File: src/rtl/difftest_step_batcher_if.sv
// Commit-count stream into the step batcher plus its step/pending/halted results.
// master drives counts and control; slave is the batcher.
interface difftest_step_batcher_if #(
  parameter int STEP_W = 8,
  parameter int CNT_W  = 4
);
  logic              in_valid;
  logic [CNT_W-1:0]  in_count;
  logic              flush;
  logic [7:0]        simv_result;
  logic [STEP_W-1:0] step;
  logic [STEP_W-1:0] pending;
  logic              halted;

  modport master (
    output in_valid, in_count, flush, simv_result,
    input  step, pending, halted
  );

  modport slave (
    input  in_valid, in_count, flush, simv_result,
    output step, pending, halted
  );
endinterface

File: src/rtl/difftest_step_batcher.sv
// Batches per-cycle commit counts into one-cycle step pulses (1-cycle latency, no backpressure: every input is absorbed).
// Idle-timeout emission exists only when CONFIG_DIFFTEST_STEP_TIMEOUT_EN is defined.
module difftest_step_batcher #(
  parameter int STEP_W  = 8,
  parameter int CNT_W   = 4,
  parameter int BATCH   = 16,
  parameter int TIMEOUT = 64
) (
  input  logic                   clock,
  input  logic                   reset,
  difftest_step_batcher_if.slave io
);
  typedef enum logic [1:0] {IDLE, ACCUM, HALTED} state_t;

  state_t            state;
  logic [STEP_W-1:0] acc;
  logic [STEP_W:0]   inc;
  logic [STEP_W:0]   sum;
  logic              ovf;
  logic              emit;
  logic              timeout_hit;

  generate
    if (CNT_W > STEP_W || BATCH < 1 || BATCH > 2**STEP_W - 1 || TIMEOUT < 2) begin : g_bad_param
      $error("difftest_step_batcher: illegal parameter combination");
    end
  endgenerate

  assign inc  = io.in_valid ? {{(STEP_W + 1 - CNT_W){1'b0}}, io.in_count} : '0;
  assign sum  = {1'b0, acc} + inc;
  assign ovf  = sum[STEP_W];
  assign emit = io.flush || (sum >= (STEP_W + 1)'(BATCH)) || timeout_hit;
  assign io.pending = acc;

`ifdef CONFIG_DIFFTEST_STEP_TIMEOUT_EN
  localparam int TW = $clog2(TIMEOUT) + 1;
  logic [TW-1:0] timer;

  assign timeout_hit = (state == ACCUM) && (timer == TW'(TIMEOUT - 1));

  // Timer only runs while a partial batch sits in ACCUM without emitting.
  always_ff @(posedge clock) begin
    if (!reset || state == HALTED || io.simv_result != 8'd0) begin
      timer <= '0;
    end else if (ovf || emit || state != ACCUM) begin
      timer <= '0;
    end else begin
      timer <= timer + 1'b1;
    end
  end
`else
  assign timeout_hit = 1'b0;
`endif

  // Halt outranks every emission, so the cycle's pending count is dropped.
  always_ff @(posedge clock) begin
    if (!reset) begin
      state     <= IDLE;
      acc       <= '0;
      io.step   <= '0;
      io.halted <= 1'b0;
    end else if (state == HALTED || io.simv_result != 8'd0) begin
      state     <= HALTED;
      acc       <= '0;
      io.step   <= '0;
      io.halted <= 1'b1;
    end else if (ovf) begin
      // acc + inc does not fit: ship acc alone, inc (non-zero here) opens the next batch.
      state   <= ACCUM;
      io.step <= acc;
      acc     <= inc[STEP_W-1:0];
    end else if (emit) begin
      state   <= IDLE;
      io.step <= sum[STEP_W-1:0];
      acc     <= '0;
    end else begin
      state   <= (sum != '0) ? ACCUM : IDLE;
      io.step <= '0;
      acc     <= sum[STEP_W-1:0];
    end
  end
endmodule

File: src/flat_wrapper.sv
// flat-port wrapper written by rule: the top's interface ports become plain ports
module difftest_step_batcher_flat 
#(
  parameter int STEP_W  = 8,
  parameter int CNT_W   = 4,
  parameter int BATCH   = 16,
  parameter int TIMEOUT = 64
)
  (clock, reset, io_in_valid, io_in_count, io_flush, io_simv_result, io_step, io_pending, io_halted);
  difftest_step_batcher_if #(.STEP_W(STEP_W), .CNT_W(CNT_W)) io_i ();
  input  logic clock;
  input  logic reset;
  input wire logic [$bits(io_i.in_valid)-1:0] io_in_valid;
  input wire logic [$bits(io_i.in_count)-1:0] io_in_count;
  input wire logic [$bits(io_i.flush)-1:0] io_flush;
  input wire logic [$bits(io_i.simv_result)-1:0] io_simv_result;
  output wire logic [$bits(io_i.step)-1:0] io_step;
  output wire logic [$bits(io_i.pending)-1:0] io_pending;
  output wire logic [$bits(io_i.halted)-1:0] io_halted;
  assign io_i.in_valid = io_in_valid;
  assign io_i.in_count = io_in_count;
  assign io_i.flush = io_flush;
  assign io_i.simv_result = io_simv_result;
  assign io_step = io_i.step;
  assign io_pending = io_i.pending;
  assign io_halted = io_i.halted;
  difftest_step_batcher #(.STEP_W(STEP_W), .CNT_W(CNT_W), .BATCH(BATCH), .TIMEOUT(TIMEOUT)) u_core (.clock(clock), .reset(reset), .io(io_i));
endmodule
File: config.mk
export PLATFORM = sky130hd
export DESIGN_NAME = difftest_step_batcher_flat
export DESIGN_NICKNAME = d
export VERILOG_FILES = /design/src/rtl/difftest_step_batcher_if.sv /design/src/rtl/difftest_step_batcher.sv /design/src/flat_wrapper.sv
export SDC_FILE = /design/constraint.sdc
export NUM_CORES = 1
export LEC_CHECK = 0
export ABC_AREA = 1
export CAP_MARGIN = 5
export CORE_UTILIZATION = 48
export CTS_BUF_LIST = sky130_fd_sc_hd__clkbuf_4
export DETAILED_ROUTE_END_ITERATION = 10
export PLACE_DENSITY = 0.81
export SLEW_MARGIN = 0
export SYNTH_ARGS = -nofsm -noshare
export SYNTH_HDL_FRONTEND = slang
export SYNTH_SLANG_ARGS = --single-unit
File: constraint.sdc
create_clock -name clock -period 2.6 [get_ports clock]
set_clock_uncertainty 0.05 [all_clocks]
set_input_delay 0.52 -clock clock [delete_from_list [all_inputs] [get_ports clock]]
set_output_delay 0.52 -clock clock [all_outputs]
set_load 0.05 [all_outputs]
==> impl_metrics.yaml <==
pwr:
  power_switching_share_pct: 27.0
  p_leak_uw: 0.000770
  power.density_nw_per_um2: 353
  p_seq_share_pct: 53.1
  combPwrFrac_pct: 19.0
  p_int_uw: 415
  pwr-share-clk_pct: 27.9
  power_uw: 569
  p_switching_uw: 154
  ir_drop_v: 0.000315
route:
  vias_per_cell: 5.06
  wl_mm: 2.92
  remaining_drc_errors: 0
  drt-initial-drc-count: 65
  num_vias: 1215
  ant_nets: 0
  firstDrtPassIters: 4
  wire_per_inst_um: 12.2
outcome:
  status: "finished, final reports clean"
global_routing:
  gr-total-overflow: 0
  antenna_found_initial: 0
  grt_pass1_wl_mm: 4.80
  grt_util_all_layers_pct: 25.2
  grt_start_max_net_pins: 11
  grt_pass1_vias: 1183
cells_and_area:
  nets: 234
  area_growth_syn_to_layout_pct: 42.6
  drive_above_1_share_pct: 18.4
  diodes: 0
synth:
  ys_top_cells_by_area: "dfxtp_1, nand2_1, inv_1, nand3_1, nand3_2"
  async_reset_ff_share_pct: 0
  yosysSeqAreaShare_pct: 33.6
  synth_ff_type: "dfxtp_1"
  ys_warn_count: 0
  synth_edf_count: 0
  syn_inst: 164
  synth_top_area_cell: "dfxtp_1"
  synth_area_per_cell_um2: 6.90
  ys_ff_latch: 19
  yosys.area.top_type_share_pct: 33.6
  synth_cell_types: 22
  syn_area_um2: 1130
setup_path:
  reg2reg_slack_ns: 0.59
  endpoint_kind: "flip-flop"
  cp_cell_sequence: "clkdlybuf4s50_1 > nand2_1 > inv_1 > ha_1 > inv_1 > fa_2 > nand2_1 > nor2_1 > nand3_1 > nor2_2 > a21oi_4 > nand3_1 > nand2_1"
  cp_data_required_time_ns: 2.74
  path_common_cell: "nand2_1"
  crit_slowest_cell: "fa_2"
  rr_worst_depth: 10
  arrival_ns: 2.57
  critPathMaxStageDelay_ns: 0.53
  cp_max_fo: 4
  worstSetupPathType: "in2reg"
  cp-start-kind: "input pin"
timing:
  hold_slack_ns: 0.428
  period_minus_slack_ns: 2.43
  maxSlewViolCount: 0
  fmax_mhz: 412
  setup_viol: 0
  relSlewSlack_pct: 65.6
  tightest_slew_ns: 0.515
  finalSetupTns_ns: 0
  min_period_over_period_pct: 93.3
  finalHoldViolations: 0
clock_network:
  clk_latency_ns: 0.29
  cts_resized: 0
  cts_root_buf: "clkbuf_4"
  clock-sinks: 19
  ctsHoldBuffers: 0
  cts_setup_buffers: 0
  cts_buffers: 3
  tritoncts: "built"
  h-tree-depth: 1
  clk_path_buf_depth: 2
  clkTransAtPathRegs_ns: 0.10
floorplan:
  die_h_um: 50.5
  die_w_um: 50.5
  ios: 33
  rows: 17
  core_um2: 2210
  start_util_pct: 51.1
  die_area_um2: 2550
placement:
  routabilityCongestion: 0.926
  port-buffer-count: 32
  place_hpwl_mm: 2.17
min_path:
  min_path_type: "reg2reg"
  whs_path_depth: 2
flow_run:
  cap_violations: 0
## metal layers
metal  share of wire [%]  track usage, %  wire, um  vias up
met4                 2.8            13.9        81        0
li1                    -               -         -      612
met3                 5.8            5.76       169       15
met2                  51            46.0      1490       55
met5                   0               0         0        -
met1                  40            26.2      1180      533
## kinds of logic after synthesis
family          after synthesis  share of synthesized area, %
simple gates                106                          46.7
flops                        19                          33.6
fa+ha+maj                     5                          6.19
compound gates                8                          4.87
other cells                   1                         0.332
buf+inv                      25                          8.30
## synth_stat cells, types with 2 or more instances
cell type	number
inv_2	2
nand2_4	2
ha_1	4
nand3_1	17
nor2_1	16
nor2_4	3
nor3_1	2
dfxtp_1	19
inv_1	23
nand2_2	6
nand2_1	48
nand3_2	6
nand4_1	4
o21ai_0	2
a21oi_1	3
## layout by cell type, fill, tap and decap left out, types with 3 or more instances in the layout
cell type | synthesis | layout
buf_4 | 0 | 9
nand3_1 | 17 | 15
nand4_1 | 4 | 4
dfxtp_1 | 19 | 19
nor2_1 | 16 | 15
ha_1 | 4 | 3
nor2_4 | 3 | 3
inv_1 | 23 | 22
nand2_1 | 48 | 48
nand2_2 | 6 | 6
conb_1 | 1 | 4
inv_2 | 2 | 3
clkbuf_4 | 0 | 4
a21oi_1 | 3 | 3
clkdlybuf4s50_1 | 0 | 32
nand3_2 | 6 | 8
## state kept, by name, summed over array words and instances, names as in the netlist
register / cells
u_core.io.pending: 8
u_core.io.step: 8
u_core.state: 2
u_core.io.halted: 1
## layout make-up
class	count	area, um2
tap	28	35.0
timing repair buffer	41	388
inverter	25	93.8
clock buffer	4	30.0
fill	190	599
sequential	19	380
multi-input combinational	123	686
## per-stage QoR
stage / area [um2] / setup slack [ns] / cells / util [%]
after floorplan: 1140 / 0.319 / 167 / -
after global placement: 1570 / -0.121 / 236 / 70.8
after CTS: 1600 / 0.0893 / 240 / 72.1
after detailed placement: 1570 / -0.204 / 236 / 70.8
after global routing: 1610 / -0.000837 / 240 / 72.9
final: 1610 / 0.174 / 240 / 72.9
## final timing paths
path | from | to
worst min register to register | u_core.io.pending[2] | u_core.io.step[2]
worst max register to register | u_core.io.pending[0] | u_core.io.pending[2]
worst max-delay path | io_in_valid | u_core.io.pending[2]
worst min-delay path | u_core.io.pending[2] | u_core.io.step[2]
## power by group through the flow
stage	clock network, uW	registers [uW]	logic, uW
after global placement	0	308	102
after floorplan	0	323	41.7
after detailed placement	0	309	104
after global routing	174	303	117
final	159	302	108
after CTS	161	302	105
## critical path: cells and delay by family
kind | cells | cell delay (ns)
adders and majority gates | 2 | 0.69
and+or+nand+nor | 7 | 0.68
buffers and inverters | 3 | 0.60
AOI/OAI and AO/OA | 1 | 0.08
Power figures use the tool's default switching activity.
